File: config.mk
export PLATFORM = sky130hd
export DESIGN_NAME = alu_iter_flat
export DESIGN_NICKNAME = d
export VERILOG_FILES = /design/src/rtl/alu_iter_pkg.sv /design/src/rtl/alu_iter_if.sv /design/src/rtl/alu_iter_shift_step.sv /design/src/rtl/alu_iter.sv /design/src/flat_wrapper.sv
export SDC_FILE = /design/constraint.sdc
export NUM_CORES = 1
export LEC_CHECK = 0
export CORE_MARGIN = 2
export CORE_UTILIZATION = 50
export DETAILED_ROUTE_END_ITERATION = 7
export GPL_TIMING_DRIVEN = 0
export HOLD_SLACK_MARGIN = 0.05
export PLACE_DENSITY_LB_ADDON = 0.2
export REMOVE_ABC_BUFFERS = 1
export SYNTH_ARGS = -nofsm -noshare
export SYNTH_HDL_FRONTEND = slang
export SYNTH_SLANG_ARGS = --single-unit
File: constraint.sdc
create_clock -name i_clk_n -period 4.4 [get_ports i_clk_n]
set_clock_uncertainty 0.2 [all_clocks]
set_input_delay 0.88 -clock i_clk_n [delete_from_list [all_inputs] [get_ports i_clk_n]]
set_output_delay 0.88 -clock i_clk_n [all_outputs]
set_load 0.01 [all_outputs]
File: src/rtl/alu_iter_pkg.sv
// alu_iter_pkg: shared constants and decode for the iterative ALU.
//   funct3/funct7 codes, FSM state encodings, the internal op enum and the
//   decode function that maps (alu_en, imm, funct3, funct7) to an op.
package alu_iter_pkg;

  localparam logic [2:0] F3_ADD  = 3'b000;
  localparam logic [2:0] F3_SLL  = 3'b001;
  localparam logic [2:0] F3_SLT  = 3'b010;
  localparam logic [2:0] F3_SLTU = 3'b011;
  localparam logic [2:0] F3_XOR  = 3'b100;
  localparam logic [2:0] F3_SRL  = 3'b101;
  localparam logic [2:0] F3_OR   = 3'b110;
  localparam logic [2:0] F3_AND  = 3'b111;

  localparam logic [6:0] FUNCT7_ALT = 7'b0100000;
  localparam logic [6:0] FUNCT7_ZBB = 7'b0000101;

  localparam logic [0:0] ST_IDLE  = 1'b0;
  localparam logic [0:0] ST_SHIFT = 1'b1;

  typedef enum logic [3:0] {
    OP_ADD, OP_SUB, OP_SLL, OP_SRL, OP_SRA, OP_SLT, OP_SLTU,
    OP_XOR, OP_OR, OP_AND, OP_MIN, OP_MINU, OP_MAX, OP_MAXU
  } alu_op_e;

  // wide=1 for XLEN=64: funct7[0] carries shamt[5], so it is excluded from
  // the alternate-op compare.
  function automatic alu_op_e decode_op(input logic alu_en, input logic imm,
                                        input logic [2:0] f3, input logic [6:0] f7,
                                        input logic wide, input logic zbb_en);
    logic    alt;
    logic    zbb;
    alu_op_e op;
    alt = wide ? (f7[6:1] == FUNCT7_ALT[6:1]) : (f7 == FUNCT7_ALT);
    zbb = zbb_en && (f7 == FUNCT7_ZBB) && !imm;
    op  = OP_ADD;
    if (alu_en) begin
      case (f3)
        F3_ADD:  op = (alt && !imm) ? OP_SUB : OP_ADD;
        F3_SLL:  op = OP_SLL;
        F3_SLT:  op = OP_SLT;
        F3_SLTU: op = OP_SLTU;
        F3_XOR:  op = zbb ? OP_MIN  : OP_XOR;
        F3_SRL:  op = zbb ? OP_MINU : (alt ? OP_SRA : OP_SRL);
        F3_OR:   op = zbb ? OP_MAX  : OP_OR;
        F3_AND:  op = zbb ? OP_MAXU : OP_AND;
        default: op = OP_ADD;
      endcase
    end
    return op;
  endfunction

endpackage

File: src/rtl/alu_iter_if.sv
// alu_iter_if: request/response bundle between the execute stage and alu_iter.
//   i_valid/o_ready request handshake, i_flush kill, decode fields, operands,
//   o_valid result pulse, o_busy multi-cycle indicator, o_alu_out result.
//   master = requester (pipeline), slave = alu_iter.
interface alu_iter_if #(parameter int XLEN = 32);
  logic            i_valid;
  logic            i_flush;
  logic            i_alu_en;
  logic            i_alu_imm;
  logic [2:0]      i_funct3;
  logic [6:0]      i_funct7;
  logic [XLEN-1:0] i_in_a;
  logic [XLEN-1:0] i_in_b;
  logic            o_ready;
  logic            o_valid;
  logic            o_busy;
  logic [XLEN-1:0] o_alu_out;

  modport master (
    output i_valid, i_flush, i_alu_en, i_alu_imm, i_funct3, i_funct7, i_in_a, i_in_b,
    input  o_ready, o_valid, o_busy, o_alu_out
  );

  modport slave (
    input  i_valid, i_flush, i_alu_en, i_alu_imm, i_funct3, i_funct7, i_in_a, i_in_b,
    output o_ready, o_valid, o_busy, o_alu_out
  );
endinterface

File: src/rtl/alu_iter_shift_step.sv
// alu_iter_shift_step: combinational shift of data by 0..STEP bits.
//   data     : value to shift
//   amount   : shift distance, never above STEP (and below XLEN)
//   dir_left : 1 = logical left, 0 = right
//   fill     : bit shifted in from the top on right shifts (sign for SRA)
//   result   : shifted value
module alu_iter_shift_step #(
  parameter int XLEN  = 32,
  parameter int STEP  = 4,
  parameter int AMT_W = $clog2(STEP + 1)
) (
  input  logic [XLEN-1:0]  data,
  input  logic [AMT_W-1:0] amount,
  input  logic             dir_left,
  input  logic             fill,
  output logic [XLEN-1:0]  result
);
  logic [XLEN-1:0] fill_mask;
  logic [XLEN-1:0] right;

  always_comb begin
    // top 'amount' bits set; or-ed in only when the fill bit is 1
    fill_mask = ~({XLEN{1'b1}} >> amount);
    right     = (data >> amount) | (fill ? fill_mask : '0);
    result    = dir_left ? (data << amount) : right;
  end
endmodule

File: src/rtl/alu_iter.sv
// alu_iter: integer ALU with registered result and an iterative shifter.
//   i_clk_n : clock, rising-edge active
//   i_rst   : asynchronous active-high reset
//   bus     : alu_iter_if slave (request fields, handshake, result)
// Non-shift ops complete in one cycle; shifts move at most SHIFT_STEP bits
// per cycle, holding o_ready low while in SHIFT.
module alu_iter
  import alu_iter_pkg::*;
#(
  parameter int XLEN       = 32,
  parameter int SHIFT_STEP = 4,
  parameter bit ZBB_EN     = 1'b0
) (
  input  logic       i_clk_n,
  input  logic       i_rst,
  alu_iter_if.slave  bus
);
  localparam int SHW   = $clog2(XLEN);
  localparam int AW    = SHW + 1;
  localparam int AMT_W = $clog2(SHIFT_STEP + 1);
  localparam logic [AW-1:0] STEP_AW = AW'(SHIFT_STEP);

  logic [0:0]      state;
  logic [AW-1:0]   rem;
  logic [XLEN-1:0] acc;
  logic            acc_left;
  logic            acc_fill;
  logic [XLEN-1:0] alu_out;
  logic            out_valid;

  alu_op_e         op;
  logic            ready;
  logic            accept;
  logic            is_shift;
  logic            lt_s;
  logic            lt_u;
  logic [XLEN-1:0] a;
  logic [XLEN-1:0] b;
  logic [XLEN-1:0] alu_res;
  logic            sh_busy;
  logic [XLEN-1:0] sh_data;
  logic            sh_left;
  logic            sh_fill;
  logic [AW-1:0]   sh_total;
  logic [AW-1:0]   sh_amt;
  logic [AW-1:0]   sh_rem_next;
  logic [XLEN-1:0] sh_out;

  assign a        = bus.i_in_a;
  assign b        = bus.i_in_b;
  assign op       = decode_op(bus.i_alu_en, bus.i_alu_imm, bus.i_funct3, bus.i_funct7,
                              XLEN == 64, ZBB_EN);
  assign ready    = (state == ST_IDLE) && !i_rst;
  assign accept   = bus.i_valid && ready && !bus.i_flush;
  assign is_shift = (op == OP_SLL) || (op == OP_SRL) || (op == OP_SRA);
  assign lt_s     = $signed(a) < $signed(b);
  assign lt_u     = a < b;

  always_comb begin
    alu_res = '0;
    case (op)
      OP_ADD:  alu_res = a + b;
      OP_SUB:  alu_res = a + ~b + XLEN'(1);
      OP_SLT:  alu_res = XLEN'(lt_s);
      OP_SLTU: alu_res = XLEN'(lt_u);
      OP_XOR:  alu_res = a ^ b;
      OP_OR:   alu_res = a | b;
      OP_AND:  alu_res = a & b;
      OP_MIN:  alu_res = lt_s ? a : b;
      OP_MINU: alu_res = lt_u ? a : b;
      OP_MAX:  alu_res = lt_s ? b : a;
      OP_MAXU: alu_res = lt_u ? b : a;
      default: alu_res = '0;
    endcase
  end

  // One shifter serves both the accept-cycle step (fresh operands) and the
  // SHIFT-state steps (latched accumulator and direction/fill).
  always_comb begin
    sh_busy     = (state == ST_SHIFT);
    sh_data     = sh_busy ? acc : a;
    sh_left     = sh_busy ? acc_left : (op == OP_SLL);
    sh_fill     = sh_busy ? acc_fill : ((op == OP_SRA) && a[XLEN-1]);
    sh_total    = sh_busy ? rem : {1'b0, b[SHW-1:0]};
    sh_amt      = (sh_total > STEP_AW) ? STEP_AW : sh_total;
    sh_rem_next = sh_total - sh_amt;
  end

  alu_iter_shift_step #(.XLEN(XLEN), .STEP(SHIFT_STEP)) u_shift_step (
    .data     (sh_data),
    .amount   (sh_amt[AMT_W-1:0]),
    .dir_left (sh_left),
    .fill     (sh_fill),
    .result   (sh_out)
  );

  always_ff @(posedge i_clk_n or posedge i_rst) begin
    if (i_rst) begin
      state     <= ST_IDLE;
      rem       <= '0;
      acc       <= '0;
      acc_left  <= 1'b0;
      acc_fill  <= 1'b0;
      alu_out   <= '0;
      out_valid <= 1'b0;
    end else begin
      out_valid <= 1'b0;
      if (bus.i_flush) begin
        state <= ST_IDLE;
        rem   <= '0;
      end else if (state == ST_IDLE) begin
        if (accept) begin
          if (is_shift && (sh_rem_next != '0)) begin
            acc      <= sh_out;
            rem      <= sh_rem_next;
            acc_left <= sh_left;
            acc_fill <= sh_fill;
            state    <= ST_SHIFT;
          end else begin
            alu_out   <= is_shift ? sh_out : alu_res;
            out_valid <= 1'b1;
          end
        end
      end else begin
        acc <= sh_out;
        rem <= sh_rem_next;
        if (sh_rem_next == '0) begin
          alu_out   <= sh_out;
          out_valid <= 1'b1;
          state     <= ST_IDLE;
        end
      end
    end
  end

  assign bus.o_ready   = ready;
  assign bus.o_busy    = (state == ST_SHIFT);
  assign bus.o_valid   = out_valid;
  assign bus.o_alu_out = alu_out;

endmodule

File: src/flat_wrapper.sv
// flat-port wrapper written by rule: the top's interface ports become plain ports
module alu_iter_flat import alu_iter_pkg::*;
#(
  parameter int XLEN       = 32,
  parameter int SHIFT_STEP = 4,
  parameter bit ZBB_EN     = 1'b0
)
  (i_clk_n, i_rst, bus_i_valid, bus_i_flush, bus_i_alu_en, bus_i_alu_imm, bus_i_funct3, bus_i_funct7, bus_i_in_a, bus_i_in_b, bus_o_ready, bus_o_valid, bus_o_busy, bus_o_alu_out);
  alu_iter_if #(.XLEN(XLEN)) bus_i ();
  input  logic i_clk_n;
  input  logic i_rst;
  input wire logic [$bits(bus_i.i_valid)-1:0] bus_i_valid;
  input wire logic [$bits(bus_i.i_flush)-1:0] bus_i_flush;
  input wire logic [$bits(bus_i.i_alu_en)-1:0] bus_i_alu_en;
  input wire logic [$bits(bus_i.i_alu_imm)-1:0] bus_i_alu_imm;
  input wire logic [$bits(bus_i.i_funct3)-1:0] bus_i_funct3;
  input wire logic [$bits(bus_i.i_funct7)-1:0] bus_i_funct7;
  input wire logic [$bits(bus_i.i_in_a)-1:0] bus_i_in_a;
  input wire logic [$bits(bus_i.i_in_b)-1:0] bus_i_in_b;
  output wire logic [$bits(bus_i.o_ready)-1:0] bus_o_ready;
  output wire logic [$bits(bus_i.o_valid)-1:0] bus_o_valid;
  output wire logic [$bits(bus_i.o_busy)-1:0] bus_o_busy;
  output wire logic [$bits(bus_i.o_alu_out)-1:0] bus_o_alu_out;
  assign bus_i.i_valid = bus_i_valid;
  assign bus_i.i_flush = bus_i_flush;
  assign bus_i.i_alu_en = bus_i_alu_en;
  assign bus_i.i_alu_imm = bus_i_alu_imm;
  assign bus_i.i_funct3 = bus_i_funct3;
  assign bus_i.i_funct7 = bus_i_funct7;
  assign bus_i.i_in_a = bus_i_in_a;
  assign bus_i.i_in_b = bus_i_in_b;
  assign bus_o_ready = bus_i.o_ready;
  assign bus_o_valid = bus_i.o_valid;
  assign bus_o_busy = bus_i.o_busy;
  assign bus_o_alu_out = bus_i.o_alu_out;
  alu_iter #(.XLEN(XLEN), .SHIFT_STEP(SHIFT_STEP), .ZBB_EN(ZBB_EN)) u_core (.i_clk_n(i_clk_n), .i_rst(i_rst), .bus(bus_i));
endmodule
### Yosys cells after proc, flatten, opt, wreduce, memory -nomap -nowiden

Cells that the tools add are included.

| word-level totals | value |
|---|---|
| bits of input ports | 80 |
| bits in registers | 74 |
| output and inout port bits | 35 |
| logic and storage cells | 109 |

| cells by class | value |
|---|---|
| order comparisons | 3 |
| equal/unequal tests | 23 |
| multiplexer cells | 38 |
| $add $sub $neg | 4 |
| bitwise gates (word level) | 8 |
| shift operators | 3 |
| reduce and logical (&&, ||, !) cells | 23 |

Operators by type and width:

| kind | number |
|---|---|
| 32-bit two-way mux | 15 |
| 32-bit case mux with 11 select lines | 1 |
| 32-bit adder | 2 |
| 32-bit < comparator | 2 |
| 32-bit NOT | 2 |
| 32-bit OR | 2 |
| 6-bit two-way mux | 6 |
| 32-bit by 1-bit adder with 32-bit output (second input constant) | 1 |
| 32-bit bitwise AND | 1 |
| 4-bit case mux with 8 select lines | 1 |
| 32-bit by 3-bit left shift with 32-bit output | 1 |
| 32-bit by 3-bit >> shifter with 32-bit output | 1 |
| 32-bit by 3-bit >> shifter with 32-bit output (first input constant) | 1 |
| 32-bit bitwise XOR | 1 |
| 4-bit == test (second input constant) | 6 |
| 4-bit by 3-bit == test with 1-bit output (second input constant) | 4 |
| 1-bit two-way mux | 13 |
| 3-bit == test (second input constant) | 4 |
| 4-bit by 2-bit == test with 1-bit output (second input constant) | 2 |
| 4-bit AND reduction | 2 |
| 7-bit by 6-bit == test with 1-bit output (second input constant) | 1 |
| 3-bit by 2-bit == test with 1-bit output (second input constant) | 2 |
| 6-bit by 3-bit > comparator with 1-bit output (second input constant) | 1 |
| 1-bit logical AND | 6 |
| 18 further kinds | 24 |

### Longest topological paths before layout

Gate-level depths: netlist of run 1.

| logic depth | value |
|---|---|
| depth in word-level cells | 15 |
| gate-level depth with buffers | 18 |
| depth with buffers taken out | 14 |

### By module

Synthesis of run 1 repeated with hierarchy kept, for this count alone.

| unflattened totals | value |
|---|---|
| cells, all modules | 1,465 |
| area, all modules | 11,293.3 um2 |

By module, submodules not included:

| module | sequential area each (um2) | instances | cells each | area each (um2) |
|---|---|---|---|---|
| alu_iter | 1,851.8 | 1 | 1,120 | 8,588.2 |
| alu_iter_shift_step | 0.0 | 1 | 345 | 2,705.1 |

### Least setup slack after synthesis of run 1

Ideal clock, no wire load.

| path | value |
|---|---|
| kind | in2reg |
| start | input i_rst |
| end | register u_core.alu_out[22], in the netlist u_core.bus.o_alu_out[22] |
| arrival time | 3.974 ns |
| slack | 0.103 ns |
| library setup time | 0.123 ns |
| data required time | 4.077 ns |
| path buffers | 0 |
| stages | 7 |
| path through | inv_1 > a21oi_1 > nor3_1 > o211ai_1 > a2111o_1 > a32o_1 > o221a_1 |

| between the ends | value |
|---|---|
| word-level cells in the longest chain between the ends | 6 |

RTL lines:

| what | line | source |
|---|---|---|
| start, declared | flat_wrapper.sv:11 | `input logic i_rst;` |
| 1-bit zero test | alu_iter.sv:53 | `assign ready = (state == ST_IDLE) && !i_rst;` |
| 1-bit logical AND | alu_iter.sv:53 |  |
| 1-bit logical AND (2 in a row) | alu_iter.sv:54 | `assign accept = bus.i_valid && ready && !bus.i_flush;` |
| 2-bit nonzero test (no line) | -- |  |
| 4-bit AND reduction (no line) | -- |  |
| end signal, assigned | alu_iter.sv:120 | `alu_out <= is_shift ? sh_out : alu_res;` |
| end signal, assigned | alu_iter.sv:128 | `alu_out <= sh_out;` |
| end, declared | alu_iter.sv:28 | `logic [XLEN-1:0] alu_out;` |

Every way passes these cells.
A chain may end at the register's enable or synchronous reset.

### Worst setup path after layout of run 1

| path | value |
|---|---|
| start | input bus_i_in_a[8] |
| end | register u_core.alu_out[25], in the netlist u_core.bus.o_alu_out[25] |

| between the ends | value |
|---|---|
| word-level cells in the longest chain between the ends | 8 |
| elaborated cells on any way between the ends | 20 |
| classes of those cells | 3 x add/sub; 2 x order compare; 2 x shift; 12 x mux; 1 x bitwise |

RTL lines:

| what | line | source |
|---|---|---|
| start, declared | flat_wrapper.sv:18 | `input wire logic [$bits(bus_i.i_in_a)-1:0] bus_i_in_a;` |
| parallel branches: the longest is 7 deep, another holds 32-bit adder | -- |  |
| 32-bit two-way mux * | alu_iter.sv:111 | `end else if (state == ST_IDLE) begin` |

Every way passes the cells marked *. The select of a mux whose other input is x is not followed.

==> metrics, run 1 <==
minimum clock period=4350 ps; FMAX=230 MHz; Avg Inst Size Synth=7.12 um2; clock sink count=74; Area Growth Syn to Fin=19.3%; register area share after synthesis=16.7%; Port-buffer cells=114; R2R Path End=u_core.bus.o_alu_out[11]; Startpoint Class=input pin; initial antenna violation count=0; core area=0.0218 mm2; CTS max path bufs=2; CTS Buf Count=9; Design Area, Final=0.0132 mm2; RSZ-0062 raised after global routing=no; CP peak stage delay=570 ps; DIE AREA=0.0233 mm2; Fillers=2043; Die W=153 um; EDFF count, synth=0; Row Count=54; post-route ant nets=0; number of global-route vias before repair=11800; clock latency on the worst-skew pair=350 ps; cell taking the most area after synthesis=dfrtp_1; H-Tree Level Count=3; Crit path max-delay family=compound AO/OA/AOI/OAI gates; share of the synthesized area in the top cell type=16.7%; CP bufs+invs=2; reg2reg start=u_core.bus.o_busy; critical path data required time=4440 ps; CTS tree=done; mapped cell area=0.0111 mm2; GR Util All Layers=34.4%; status=finished, final reports clean; wire per inst=22.0 um; setup violators final=0; grt total ovfl=0; Worst R2R Path Depth=9; Max VDD drop=179 uV; DIE HEIGHT=153 um; Synth Register Bits=74; Hold Vio Cnt, Final=0; synth top area cells=dfrtp_1, ha_1, nand2_1; Final Cycle Share=98.9%; ys flop type=dfrtp_1; Post-Route WL=41800 um; DRT iter0 DRCs=1277; accumulated negative setup slack=0 ps; drt pass-1 iters=8; Syn Inst Count=1555; Power Density=251 mW/mm2; largest net degree at the start of global routing=41; Final Max Tran Viols=0; hold crit path type=flop to flop; Hold Path Origin=u_core.bus.o_alu_out[2]; Crit Path Max Fanout=10; Initial Utilization=50.9%; Worst Hold End=u_core.bus.o_alu_out[2]; Leakage=5.53 nW; via density per instance=6.77; CP arrival=4390 ps; ys async rst share=100%; CP endpoint kind=flop; antenna cells=0; CP Class=input pin to flop; # DRC=0; gpl congestion=0.967; first-pass GRT wire length=64900 um; dpl cell area=0.0126 mm2; IO Count=115; worst reg2reg setup slack=170 ps; hold path depth=1; synth warn=0; max_slew headroom=7.42%; distinct cell type count after synthesis=85; placed wire-length estimate=31000 um; Worst-Margin Slew=1390 ps; share of layout cells above drive strength 1=9.59%; slowest CP cell=clkdlybuf4s50_1; root buf cell=clkbuf_16; via count=12800; critical path depth=12; maxcap violations=0; CP Cell Sequence=clkdlybuf4s50_1 -> inv_1 -> ha_1 -> nor3_1 -> nand2_1 -> o21ai_2 -> nand2_1 -> a31oi_1 -> o2111ai_1 -> mux2i_1 -> o2111ai_1 -> a22o_1; Layout Nets=1791; CTS clock-pin slew for the worst setup and hold paths=70 ps
-- report_power, final --
group / switching (mW) / internal, mW
registers: 0.110 / 0.860
logic: 0.887 / 0.692
clock network: 0.330 / 0.441
total: 1.33 / 1.99
-- state kept, by name, summed over array words and instances, names as in the netlist --
register and flops:
u_core.acc_left 1, u_core.rem 6, u_core.bus.o_valid 1, u_core.acc 32, u_core.bus.o_alu_out 32, u_core.acc_fill 1
u_core.bus.o_busy 1
-- layout by cell type, fill, tap and decap left out, types with 8 or more instances in the layout --
| cell | n |
|---|---|
| a211oi_1 | 35 |
| a21o_1 | 22 |
| a21oi_1 | 137 |
| a221oi_1 | 19 |
| a311oi_1 | 9 |
| a31oi_1 | 17 |
| and2_1 | 11 |
| and3_1 | 11 |
| buf_4 | 22 |
| clkbuf_16 | 10 |
| clkdlybuf4s50_1 | 112 |
| dfrtp_1 | 73 |
| ha_1 | 92 |
| inv_1 | 98 |
| mux2_2 | 27 |
| mux2i_1 | 53 |
| nand2_1 | 184 |
| nand2b_1 | 11 |
| nand3_1 | 41 |
| nand4_1 | 11 |
| nor2_1 | 138 |
| nor2b_1 | 11 |
| nor3_1 | 37 |
| nor3b_1 | 8 |
| nor4_1 | 8 |
| o2111ai_1 | 8 |
| o211ai_1 | 42 |
| o21a_1 | 10 |
| o21ai_0 | 106 |
| o21ai_1 | 8 |
| o21bai_1 | 12 |
| o221a_2 | 8 |
| o22ai_1 | 16 |
| o31ai_1 | 19 |
| or3_1 | 9 |
| xnor2_1 | 10 |
-- cell usage after synthesis, types with 10 or more instances --
library cell,number
ha_1,97
inv_1,99
mux2_2,28
xnor2_1,10
and2_1,11
nand2b_1,12
clkbuf_1,76
o21ai_0,113
o211ai_1,42
nor2_1,141
nor2b_1,11
dfrtp_1,74
a31oi_1,18
o22ai_1,16
buf_2,27
nand2_1,185
nor3_1,39
a211oi_1,36
o21a_1,11
and3_1,11
o31ai_1,20
nand4_1,11
a21o_1,22
a221oi_1,19
mux2i_1,55
nand3_1,41
a21oi_1,138
o21bai_1,12
-- layer usage --
layer | wire [um] | vias to the layer above | track usage, %
met5 | 0 | - | 0
met4 | 2100 | 0 | 15.7
met3 | 4440 | 168 | 6.23
met2 | 18800 | 802 | 55.4
met1 | 16500 | 6046 | 44.9
li1 | - | 5832 | -
-- per-stage QoR --
step	setup WS, ps	hold WS, ps	std cells	power [mW]	util, %
3_3_place_gp	-4940	261	1838	2.44	55.7
3_5_place_dp	-1670	265	1864	2.48	57.8
2_1_floorplan	-2050	250	1444	1.88	-
4_1_cts	5.16	282	1887	3.28	60.0
6_report	46.8	280	1897	3.32	60.7
5_1_grt	2.92	302	1897	3.50	60.7
-- repair_timing --
item	CTS	global route
endpoints found under the setup margin	73	38
pin swaps	5	2
endpoints found under the hold margin	0	0
resized for setup	30	22
cloned	3	0
hold buffers	0	0
buffers inserted	4	10
-- worst max path at each step --
| stage | startpoint | slack, ps | endpoint |
|---|---|---|---|
| final | bus_i_in_a[8] | 50 | u_core.bus.o_alu_out[25] |
| after global routing | u_core.bus.o_busy | 3 | u_core.bus.o_alu_out[25] |
| after CTS | u_core.bus.o_busy | 5 | u_core.bus.o_alu_out[31] |
| after detailed placement | bus_i_in_b[4] | -1670 | u_core.bus.o_alu_out[19] |
| after global placement | u_core.bus.o_busy | -4940 | u_core.bus.o_alu_out[29] |
| after floorplan | u_core.bus.o_busy | -2050 | u_core.acc[0] |
-- cell type report --
cell class | count | area (um2) | share of cell area (%)
Clock buffer | 10 | 229 | 1.73
Timing Repair Buffer | 154 | 1680 | 12.7
Inverter | 101 | 389 | 2.94
Multi-Input combinational cell | 1272 | 8650 | 65.4
Sequential cell | 74 | 1860 | 14.0
Tap cell | 280 | 350 | 2.65
Clock inverter | 6 | 65.1 | 0.492
-- kinds of logic after synthesis --
logic type / share of synthesized area [%]
simple gates: 21.1
other cells: 0.0339
xor+xnor: 1.03
mux: 8.63
compound gates: 33.7
fa+ha+maj: 11.3
flops: 16.7
buf+inv: 7.53
-- worst register-to-register path: stages, from the launching register on --
cell and delay [ps]:
dfrtp_4 620, buf_12 280, or4b_1 710, a211oi_4 670, buf_8 270, mux2_2 380
nor2_1 90, a31oi_1 80, mux4_2 560, a211oi_1 290
No activity file was read; power rests on OpenSTA's default activity.
==> inputs of run 2 (changes only) <==
clock period = 5 ns   (was 4.4 ns; I/O delays follow)
==> run 2 against run 1 <==
Via count down 0.97%. Routed wire length fell by 1.5%. Largest cell class unchanged. Clock power decreased by 12%. Critical endpoint is now u_core.bus.o_alu_out[28]. Cell area is 1.9% lower.
==> metrics, run 2 (same netlist as run 1, synthesis figures left out) <==
status=finished, final reports clean (unchanged); CTS clock-pin slew for the worst setup and hold paths=70 ps (about the same); placed wire-length estimate=31000 um (unchanged); Util after Layout=59.6% (was 60.7%); CP endpoint kind=flop (unchanged); H-Tree Level Count=3 (unchanged); clock sink count=74 (unchanged); dpl cells=1864 (unchanged); drt pass-1 iters=6 (was 8); clock latency on the worst-skew pair=350 ps (about the same); Layout Nets=1778 (was 1791); Initial Utilization=50.9% (unchanged); FMAX=205 MHz; CTS max path bufs=2 (unchanged); Die W=153 um (unchanged); Final Cycle Share=97.6%; Area Growth Syn to Fin=17.1% (was 19.3%); core area=0.0218 mm2 (unchanged); Power Density=223 mW/mm2 (was 251 mW/mm2); DIE AREA=0.0233 mm2 (unchanged); Leakage=5.43 nW (was 5.53 nW); post-route ant nets=0 (unchanged); DIE HEIGHT=153 um (unchanged); DRT iter0 DRCs=1364 (was 1277); Worst-Margin Slew=1360 ps (was 1390 ps); wire per inst=21.8 um (was 22.0 um); Row Count=54 (unchanged); grt total ovfl=0 (unchanged); CTS tree=done (unchanged); first-pass GRT wire length=64500 um (was 64900 um); gpl congestion=0.967 (unchanged); initial antenna violation count=0 (unchanged); share of layout cells above drive strength 1=7.79% (was 9.59%); Port-buffer cells=114 (unchanged); Final Max Tran Viols=0 (unchanged); commonest non-fill, non-tap cell in the layout=nand2_1 (unchanged); Max VDD drop=155 uV (was 179 uV); maxcap violations=0 (unchanged); Startpoint Class=input pin (unchanged); via density per instance=6.75 (was 6.77); CP Class=input pin to flop (unchanged); critical path data required time=5040 ps (was 4440 ps); via count=12700 (was 12800); Non-Filler Instances=1884 (was 1897); Design Power=2.89 mW (was 3.32 mW); CP arrival=4910 ps (was 4390 ps); IO Count=115 (unchanged); Min Hold Slack=279 ps (was 280 ps); Post-Route WL=41200 um (was 41800 um); most frequent cells in the layout=nand2_1, nor2_1, a21oi_1 (unchanged); RSZ-0062 raised after global routing=no (unchanged); accumulated negative setup slack=0 ps (unchanged); root buf cell=clkbuf_16 (unchanged); # DRC=0 (unchanged); GR Util All Layers=34.1% (was 34.4%); antenna cells=0 (unchanged); CTS Hold Buffers Added=0 (unchanged); hold crit path type=flop to flop (unchanged); max_slew headroom=9.06% (was 7.42%); number of global-route vias before repair=11700 (was 11800); setup violators final=0 (unchanged); minimum clock period=4880 ps; Hold Vio Cnt, Final=0 (unchanged); Fillers=2067 (was 2043); Crit Path Max Fanout=7 (was 10); largest net degree at the start of global routing=41 (unchanged); CTS Buf Count=9 (unchanged)
## run 2: changes by cell type in the layout (fill, tap and decap cells not counted), sizes merged
cell           before  now
a211oi             39   38
buf                39   28
clkbuf             11   10
clkdlybuf4s50     112  114
dlymetal6s2s        2    0
## run 2: metal layers
| layer | GRT usage [%] | share of wire (%) |
|---|---|---|
| met1 | 44.9 | 40 |
| met2 | 54.7 | 45 |
| met3 | 5.72 | 9.4 |
| met4 | 16.2 | 4.8 |
| met5 | 0 | 0 |
## run 2: worst paths after layout
check | start | cells after the start | slack [ps] | end
min reg2reg | u_core.bus.o_alu_out[2] | 1 | 280 | u_core.bus.o_alu_out[2]
max reg2reg | u_core.bus.o_busy | 15 | 410 | u_core.bus.o_alu_out[19]
min in group asynchronous | i_rst | 2 | 880 | u_core.rem[4]
max | bus_i_in_b[0] | 13 | 120 | u_core.bus.o_alu_out[28]
max in group asynchronous | i_rst | 3 | 3110 | u_core.bus.o_alu_out[15]
min | u_core.bus.o_alu_out[2] | 1 | 280 | u_core.bus.o_alu_out[2]
## run 2: metrics by stage
stage	setup slack, ps	cell area (um2)
floorplan	-1450	10600
global placement	-4340	12100
detailed placement	-1190	12600
CTS	82.3	12900
global route	20.0	13000
finish	120	13000
## run 2: critical path, cell delays in order
cell and delay (ps):
clkdlybuf4s50_1 580, ha_1 280, inv_1 80, fa_1 400, nor2b_1 160, o221ai_1 320, a21o_1 240, o21a_1 370
o21ai_1 200, o21ai_0 670, mux2i_1 270, nand3_1 90, o221a_2 250
## run 2: final cells by class
| cell class | instances | area (um2) | area share, % |
|---|---|---|---|
| tap | 280 | 350 | 2.70 |
| timing repair buffer | 142 | 1570 | 12.1 |
| clock inverter | 6 | 65.1 | 0.502 |
| sequential | 74 | 1860 | 14.3 |
| clock buffer | 10 | 229 | 1.77 |
| inverter | 101 | 387 | 2.98 |
| multi-input combinational | 1271 | 8520 | 65.7 |
## run 2: power by group
group          total, mW  switching [mW]  internal (mW)
sequential         0.855          0.0986          0.757
clock              0.677           0.289          0.388
combinational       1.36           0.767          0.595
total               2.89            1.15           1.74
## run 2: what timing repair did
action / in CTS / in global routing
setup endpoints to repair: 47 / 19
gates resized for setup: 11 / 5
cloned: 2 / 0
pin swaps: 1 / 1
buffers inserted: 0 / 2
hold endpoints to repair: 0 / 0
